===== src/rtl/uart_tx_serializer_if.sv =====
// TX FIFO read port shared between the UART TX FIFO and the transmit serializer.
// master = serializer side (pops), slave = FIFO side (supplies data/empty).
interface uart_tx_serializer_if;
   logic       fifo_empty;
   logic [7:0] fifo_data;
   logic       fifo_rd_en;

   modport master (output fifo_rd_en, input fifo_empty, input fifo_data);
   modport slave  (input fifo_rd_en, output fifo_empty, output fifo_data);
endinterface


===== src/rtl/uart_tx_serializer.sv =====
// UART transmit serializer: pops bytes from the TX FIFO and shifts out start/data/[parity]/stop.
// Optional parity bit compiled in with `define UART_TX_PARITY_EN.
module uart_tx_serializer #(
   parameter int DIV_W = 16
) (
   input  logic                  clk,
   input  logic                  rstn,
   input  logic                  tx_en,
   input  logic [DIV_W-1:0]      baud_div,
   input  logic                  stop2,
   input  logic                  pen,
   input  logic                  eps,
   uart_tx_serializer_if.master  fifo,
   output logic                  txd,
   output logic                  tx_busy,
   output logic                  tx_done
);

`ifdef UART_TX_PARITY_EN
   typedef enum logic [2:0] {IDLE, FETCH, LOAD, START, DATA, PARITY, STOP} state_t;
`else
   typedef enum logic [2:0] {IDLE, FETCH, LOAD, START, DATA, STOP} state_t;
`endif

   state_t            state;
   logic [DIV_W-1:0]  cnt;
   logic [2:0]        bit_cnt;
   logic              stop_hi;
   logic [7:0]        shift;
   logic [DIV_W-1:0]  div_q;
   logic              stop2_q;
   logic              bit_end;

   assign bit_end = (cnt == '0);

`ifdef UART_TX_PARITY_EN
   logic pen_q;
   logic par_q;
`else
   logic unused_cfg;
   assign unused_cfg = pen ^ eps;
`endif

   // Frame datapath: byte and frame config are captured once in LOAD and held for the frame.
   always_ff @(posedge clk) begin
      if (state == LOAD) begin
         shift   <= fifo.fifo_data;
         div_q   <= baud_div;
         stop2_q <= stop2;
`ifdef UART_TX_PARITY_EN
         pen_q   <= pen;
         par_q   <= eps ? ^fifo.fifo_data : ~^fifo.fifo_data;
`endif
      end else if (state == DATA && bit_end) begin
         shift <= {1'b0, shift[7:1]};
      end
   end

   always_ff @(posedge clk or negedge rstn) begin
      if (!rstn) begin
         state           <= IDLE;
         cnt             <= '0;
         bit_cnt         <= '0;
         stop_hi         <= 1'b0;
         txd             <= 1'b1;
         fifo.fifo_rd_en <= 1'b0;
         tx_busy         <= 1'b0;
         tx_done         <= 1'b0;
      end else begin
         fifo.fifo_rd_en <= 1'b0;
         tx_done         <= 1'b0;
         case (state)
            IDLE: begin
               txd     <= 1'b1;
               tx_busy <= 1'b0;
               if (tx_en && !fifo.fifo_empty) begin
                  state           <= FETCH;
                  fifo.fifo_rd_en <= 1'b1;
                  tx_busy         <= 1'b1;
               end
            end
            FETCH: state <= LOAD;
            LOAD: begin
               state   <= START;
               bit_cnt <= '0;
               stop_hi <= 1'b0;
               cnt     <= baud_div;
               txd     <= 1'b0;
            end
            START: begin
               if (bit_end) begin
                  state <= DATA;
                  cnt   <= div_q;
                  txd   <= shift[0];
               end else begin
                  cnt <= cnt - 1'b1;
               end
            end
            DATA: begin
               if (bit_end) begin
                  cnt <= div_q;
                  if (bit_cnt == 3'd7) begin
`ifdef UART_TX_PARITY_EN
                     if (pen_q) begin
                        state <= PARITY;
                        txd   <= par_q;
                     end else begin
                        state <= STOP;
                        txd   <= 1'b1;
                     end
`else
                     state <= STOP;
                     txd   <= 1'b1;
`endif
                  end else begin
                     bit_cnt <= bit_cnt + 1'b1;
                     txd     <= shift[1];
                  end
               end else begin
                  cnt <= cnt - 1'b1;
               end
            end
`ifdef UART_TX_PARITY_EN
            PARITY: begin
               if (bit_end) begin
                  state <= STOP;
                  cnt   <= div_q;
                  txd   <= 1'b1;
               end else begin
                  cnt <= cnt - 1'b1;
               end
            end
`endif
            STOP: begin
               if (bit_end) begin
                  if (stop2_q && !stop_hi) begin
                     stop_hi <= 1'b1;
                     cnt     <= div_q;
                  end else begin
                     // tx_done lands in the following FETCH/IDLE cycle, never during a start bit
                     stop_hi <= 1'b0;
                     tx_done <= 1'b1;
                     if (tx_en && !fifo.fifo_empty) begin
                        state           <= FETCH;
                        fifo.fifo_rd_en <= 1'b1;
                     end else begin
                        state   <= IDLE;
                        tx_busy <= 1'b0;
                     end
                  end
               end else begin
                  cnt <= cnt - 1'b1;
               end
            end
            default: state <= IDLE;
         endcase
      end
   end

endmodule


===== src/flat_wrapper.sv =====
// flat-port wrapper written by rule: the top's interface ports become plain ports
module uart_tx_serializer_flat 
#(
   parameter int DIV_W = 16
)
  (clk, rstn, tx_en, baud_div, stop2, pen, eps, txd, tx_busy, tx_done, fifo_fifo_rd_en, fifo_fifo_empty, fifo_fifo_data);
  uart_tx_serializer_if fifo_i ();
  input  logic clk;
  input  logic rstn;
  input  logic tx_en;
  input  logic [DIV_W-1:0] baud_div;
  input  logic stop2;
  input  logic pen;
  input  logic eps;
  output logic txd;
  output logic tx_busy;
  output logic tx_done;
  output wire logic [$bits(fifo_i.fifo_rd_en)-1:0] fifo_fifo_rd_en;
  input wire logic [$bits(fifo_i.fifo_empty)-1:0] fifo_fifo_empty;
  input wire logic [$bits(fifo_i.fifo_data)-1:0] fifo_fifo_data;
  assign fifo_fifo_rd_en = fifo_i.fifo_rd_en;
  assign fifo_i.fifo_empty = fifo_fifo_empty;
  assign fifo_i.fifo_data = fifo_fifo_data;
  uart_tx_serializer #(.DIV_W(DIV_W)) u_core (.clk(clk), .rstn(rstn), .tx_en(tx_en), .baud_div(baud_div), .stop2(stop2), .pen(pen), .eps(eps), .fifo(fifo_i), .txd(txd), .tx_busy(tx_busy), .tx_done(tx_done));
endmodule

===== config.mk =====
export PLATFORM = sky130hd
export DESIGN_NAME = uart_tx_serializer_flat
export DESIGN_NICKNAME = d
export VERILOG_FILES = /design/src/rtl/uart_tx_serializer_if.sv /design/src/rtl/uart_tx_serializer.sv /design/src/flat_wrapper.sv
export SDC_FILE = /design/constraint.sdc
export NUM_CORES = 1
export LEC_CHECK = 0
export ABC_CLOCK_PERIOD_IN_PS = 2570
export CAP_MARGIN = 20
export CORE_AREA = 2 2 81 83
export CTS_CLUSTER_DIAMETER = 60
export CTS_CLUSTER_SIZE = 40
export DETAILED_ROUTE_END_ITERATION = 8
export DIE_AREA = 0 0 83 85
export DONT_BUFFER_PORTS = 1
export HOLD_SLACK_MARGIN = 0.1
export PLACE_DENSITY_LB_ADDON = 0.08
export SYNTH_ARGS = -nofsm -noshare
export SYNTH_HDL_FRONTEND = slang
export SYNTH_SLANG_ARGS = --single-unit
export TNS_END_PERCENT = 100

===== constraint.sdc =====
create_clock -name clk -period 2.57 [get_ports clk]
set_input_delay 0.257 -clock clk [delete_from_list [all_inputs] [get_ports clk]]
set_output_delay 0.257 -clock clk [all_outputs]
set_load 0.005 [all_outputs]

## Word-level counts from Yosys, hierarchy flattened

Cells that the tools add are included.

- Flip-flop bits (word level): 52
- Input port bits: 31
- Logic and storage cells: 83

- Add/subtract/negate cells: 2
- Equal/unequal tests: 15
- Multiplexer cells: 35
- Reduce and logical (&&, ||, !) cells: 20

Operators by type and width:

| operator | count |
|---|---|
| $mux W16 | 3 |
| $pmux W16 S3 | 1 |
| $mux W3 | 8 |
| $pmux W3 S6 | 1 |
| $logic_not A16 Y1 | 1 |
| $mux W8 | 2 |
| $sub A16 B1 Y16 const B | 1 |
| $mux W1 | 15 |
| $eq A3 B3 Y1 const B | 3 |
| $ne A2 B1 Y1 const B | 4 |
| $ne A2 B2 Y1 const B | 4 |
| $reduce_bool A2 Y1 | 4 |
| $eq A3 B2 Y1 const B | 2 |
| $pmux W1 S2 | 3 |
| $pmux W3 S2 | 1 |
| $reduce_and A3 Y1 | 2 |
| $reduce_and A6 Y1 | 1 |
| $pmux W1 S4 | 1 |
| $reduce_and A2 Y1 | 2 |
| $reduce_and A4 Y1 | 1 |
| $reduce_bool A4 Y1 | 1 |
| $add A3 B1 Y3 const B | 1 |
| $eq A3 B1 Y1 const B | 1 |
| $logic_and A1 B1 Y1 | 3 |
| 5 further kinds | 6 |

## Logic depth before layout (Yosys ltp)

- Depth after elaboration: 6
- Mapped depth: 9
- Depth with buffers taken out: 7

## Worst setup path after synthesis

No wires, ideal clock.

- Kind: register -> register
- Start: register u_core.state[1]
- End: register u_core.shift[0] (enable)
- Arrival time: 2.078 ns
- Setup slack: 0.206 ns
- Cell stages (with the launch flop): 7
- Clock period less this slack: 2.364 ns
- Path through: dfrtp_1 -> clkbuf_1 -> nor2b_1 -> nand2_1 -> clkinv_1 -> a31oi_1 -> inv_1

- Word-level cells in the longest chain between the ends: 3
- Elaborated cells on any way between the ends: 4
- Those cells by class: eq/ne (2); reduce/logical (2)

RTL lines:

| what | RTL line | source |
|---|---|---|
| start: declaration | uart_tx_serializer.sv:25 | `state_t state;` |
| start signal: assignment | uart_tx_serializer.sv:61 | `state <= IDLE;` |
| start signal: assignment | uart_tx_serializer.sv:77 | `state <= FETCH;` |
| start signal: assignment | uart_tx_serializer.sv:82 | `FETCH: state <= LOAD;` |
| $eq A3 B3 Y1 | uart_tx_serializer.sv:54 | `end else if (state == DATA && bit_end) begin` |
| $logic_and A1 B1 Y1 | uart_tx_serializer.sv:54 |  |
| $reduce_bool A2 Y1 (no source line) * | -- |  |
| end signal: assignment | uart_tx_serializer.sv:47 | `shift <= fifo.fifo_data;` |
| end signal: assignment | uart_tx_serializer.sv:55 | `shift <= {1'b0, shift[7:1]};` |
| end: declaration | uart_tx_serializer.sv:29 | `logic [7:0] shift;` |

Every way passes the cells marked *; elsewhere a longest branch is shown, timed or not.
A chain may end at the register's enable or synchronous reset.

## Worst setup path in the final report

- Start: register u_core.cnt[0]
- End: register u_core.cnt[9]

- Word-level cells in the longest chain between the ends: 3
- Elaborated cells on any way between the ends: 7
- Those cells by class: add/sub (1); eq/ne (1); mux (3); reduce/logical (2)

RTL lines:

| what | RTL line | source |
|---|---|---|
| start: declaration | uart_tx_serializer.sv:26 | `logic [DIV_W-1:0] cnt;` |
| start signal: assignment | uart_tx_serializer.sv:87 | `cnt <= baud_div;` |
| start signal: assignment | uart_tx_serializer.sv:93 | `cnt <= div_q;` |
| start signal: assignment | uart_tx_serializer.sv:96 | `cnt <= cnt - 1'b1;` |
| $sub A16 B1 Y16 or $logic_not A16 Y1 (tied branches) | -- |  |
| $mux W16 (tied with other cells) | uart_tx_serializer.sv:135 | `if (bit_end) begin` |
| $pmux W16 S3 or $reduce_and A2 Y1 (tied branches) | -- |  |

Parallel ways exist; a longest one is shown, timed or not.

==> flow_metrics.tcl <==
set metrics [dict create \
    start_kind "flop" \
    finalHoldViolCount 0 \
    synth_common_cells "54 x nand2_1, 30 x nor2_1, 26 x dfrtp_1" \
    setup_viol 0 \
    insertion_delay_ps 310 \
    avgSynthCellArea_um2 9.499 \
    maxSlewViolCount 0 \
    io_pins 35 \
    fmax_mhz 435.9 \
    yosys_register_bits 52 \
    cts_resized 0 \
    cp_slowest_cell "a21oi_1" \
    reg2regPathDepth 7 \
    synthCells 304 \
    setup_ws_ps 275.8 \
    antenna_found_initial 0 \
    post_cts.repair.setup_buffers 0 \
    fin_crit_sh_pct 89.27 \
    tns_ps 0 \
    synth_area_leaders "edfxtp_1 26%, dfrtp_1 23%, nand2_1 7.0%" \
    core-area_um2 6205 \
    rrSetupSlack_ps 280 \
    fp.dieArea_um2 7055 \
    worstPathRequired_ps 2780 \
    synthArstFlopShare_pct 51.92 \
    synth_edf_count 25 \
    grt_max_degree 28 \
    drt-total-wl_um 7237 \
    worstHoldStart "fifo_fifo_data[1]" \
    grt_pass1_vias 2364 \
    first_pass_iters 4 \
    worstPathArrival_ps 2500 \
    num_rows 29 \
    post-place-ws_ps 205.7 \
    hp-class "in -> reg" \
    detail_route.iter0.violations 182 \
    yosysTopAreaCell "edfxtp_1" \
    outcome "complete, no violations" \
    crit_path_max_fanout 14 \
    path_cells "inv_1, ha_1, nor3b_1, and4_1, a21oi_1, nand2_1, a21o_1" \
    detail_route.wl_per_cell_um 17.65 \
    root_buffer "clkbuf_8" \
    synth.distinct_cells 56 \
    tightest_slew_ps 1049 \
    die_w_um 83 \
    critPathMaxStageDelay_ps 810 \
    fin_crit_ps 2294 \
    routabilityCongestion 0.8325 \
    total_leakage_power_nw 1.309 \
    cts-buffers-inserted 5 \
    initial_utilization_pct 46.54 \
    ys_seq_area_share_pct 49.44 \
    clk_pin_slew_ps 100 \
    cts_tree "done" \
    htree_levels 2 \
    synth_fp_nets 339 \
    dr_total_vias 2395 \
    max-cap-violations 0 \
    ant_nets 0 \
    relSlewSlack_pct 30.08 \
    ys.flop_type "dfrtp_1" \
    p_per_area_nw_per_um2 752.9 \
    rr_endpoint "u_core.cnt[9]$_DFFE_PN0P_" \
    crit_type "reg -> reg" \
    area_growth_pct 17.03 \
    yosysMostFrequentCell "nand2_1" \
    diodes 0 \
    hold_depth 2 \
    gr-usage-all-layers_pct 21.03 \
    place_hpwl_um 5018 \
    cts_buffer_depth 2 \
    clock_skew_ps 11.18 \
    cts_hold_buffers 19 \
    r2r-start "u_core.cnt[0]$_DFFE_PN0P_" \
    die_y_um 85 \
    endpoint_kind "flop" \
    syn_area_um2 2888 \
    synth_warnings 0 \
    drc 0 \
    fin_nets 367 \
    port-buffer-count 0 \
    ir_worst_vdd_uv 378.4 \
    drt-vias-per-instance 5.841 \
    drive_gt1_share_pct 10.21 \
    fill_cells 563 \
    yosys.area.top_type_share_pct 26.00 \
    grt_first_pass_wirelength_um 11940 \
    whs_endpoint "u_core.shift[1]$_DFFE_PP_" \
    clock_sinks 52 \
    rsz0062_at_grt "no" \
    overflow 0 \
]
-- per-stage QoR --
stage / area [um2] / utilization (%) / total power, W / instances / hold slack [ps]
2_1_floorplan: 2888 / - / 0.001675 / 304 / -38.59
4_1_cts: 3379 / 54.47 / 0.002561 / 410 / 116.3
3_5_place_dp: 3047 / 49.10 / 0.001856 / 383 / -37.71
6_report: 3379 / 54.47 / 0.002544 / 410 / 123.6
5_1_grt: 3379 / 54.47 / 0.002701 / 410 / 113.8
3_3_place_gp: 3047 / 49.10 / 0.001844 / 383 / -37.87
-- state kept, by name, summed over array words and instances (netlist names) --
| signal | cells |
|---|---|
| u_core.stop_hi | 1 |
| u_core.txd | 1 |
| u_core.shift | 8 |
| u_core.tx_done | 1 |
| u_core.bit_cnt | 3 |
| u_core.div_q | 16 |
| u_core.fifo.fifo_rd_en | 1 |
| u_core.state | 3 |
| u_core.cnt | 16 |
| u_core.stop2_q | 1 |
| u_core.tx_busy | 1 |
-- final cells by class --
class | instances | area [um2] | area share (%)
Clock buffer | 6 | 72.57 | 2.147
Clock inverter | 2 | 60.06 | 1.777
Inverter | 7 | 26.28 | 0.7775
Multi-Input combinational cell | 229 | 1361 | 40.28
Sequential cell | 52 | 1428 | 42.24
Tap cell | 77 | 96.34 | 2.851
Timing Repair Buffer | 37 | 335.3 | 9.922
-- worst max-delay path: cells and delay by family, from the launching register on --
kind                     cells  cell delay [ps]
AND/OR/NAND/NOR              3              480
flip-flops                   1              410
buffers and inverters        1               90
AO/OA/AOI/OAI                2             1020
adder cells (fa/ha/maj)      1              200
-- layer usage --
metal / up-vias / wire length, um / part of all wire, % / global-route usage [%]
li1: 1189 / - / - / -
met1: 1135 / 3449 / 48 / 29.14
met2: 67 / 3409 / 47 / 34.60
met3: 4 / 324 / 4.5 / 3.502
met4: 0 / 53 / 0.73 / 5.514
met5: - / 0 / 0 / 0
-- kinds of logic after synthesis --
family,synth area share [%]
buffers and inverters,3.423
xor gates and xnor gates,1.213
DFF,49.44
and+or+nand+nor,24.52
AOI/OAI and AO/OA,18.98
adders and majority gates,1.733
muxes,0.6933
-- placed cells by master (no fill, tap or decap), types with 8 or more instances in the layout --
cell           count
a21oi_1           15
a31oi_1           12
buf_4             18
dfrtp_1           26
dlygate4sd3_1     18
edfxtp_1          25
nand2_1           54
nand3_1            8
nor2_1            30
nor3_1             9
o21ai_0           10
-- power by group --
group / switching (W) / internal (W)
logic: 0.000365 / 0.000350
clock network: 0.000274 / 0.000389
registers: 0.000183 / 0.000983
total: 0.000822 / 0.00172
-- worst max path at each step --
stage | startpoint | endpoint | cells past startpoint
2_1_floorplan | u_core.state[1]$_DFFE_PN0P_ | u_core.shift[0]$_DFFE_PP_ | 6
3_3_place_gp | u_core.cnt[0]$_DFFE_PN0P_ | u_core.cnt[9]$_DFFE_PN0P_ | 7
5_1_grt | u_core.cnt[0]$_DFFE_PN0P_ | u_core.cnt[9]$_DFFE_PN0P_ | 7
3_5_place_dp | u_core.cnt[0]$_DFFE_PN0P_ | u_core.cnt[9]$_DFFE_PN0P_ | 7
4_1_cts | u_core.cnt[0]$_DFFE_PN0P_ | u_core.cnt[9]$_DFFE_PN0P_ | 7
6_report | u_core.cnt[0]$_DFFE_PN0P_ | u_core.cnt[9]$_DFFE_PN0P_ | 7
Power figures use the tool's default switching activity.
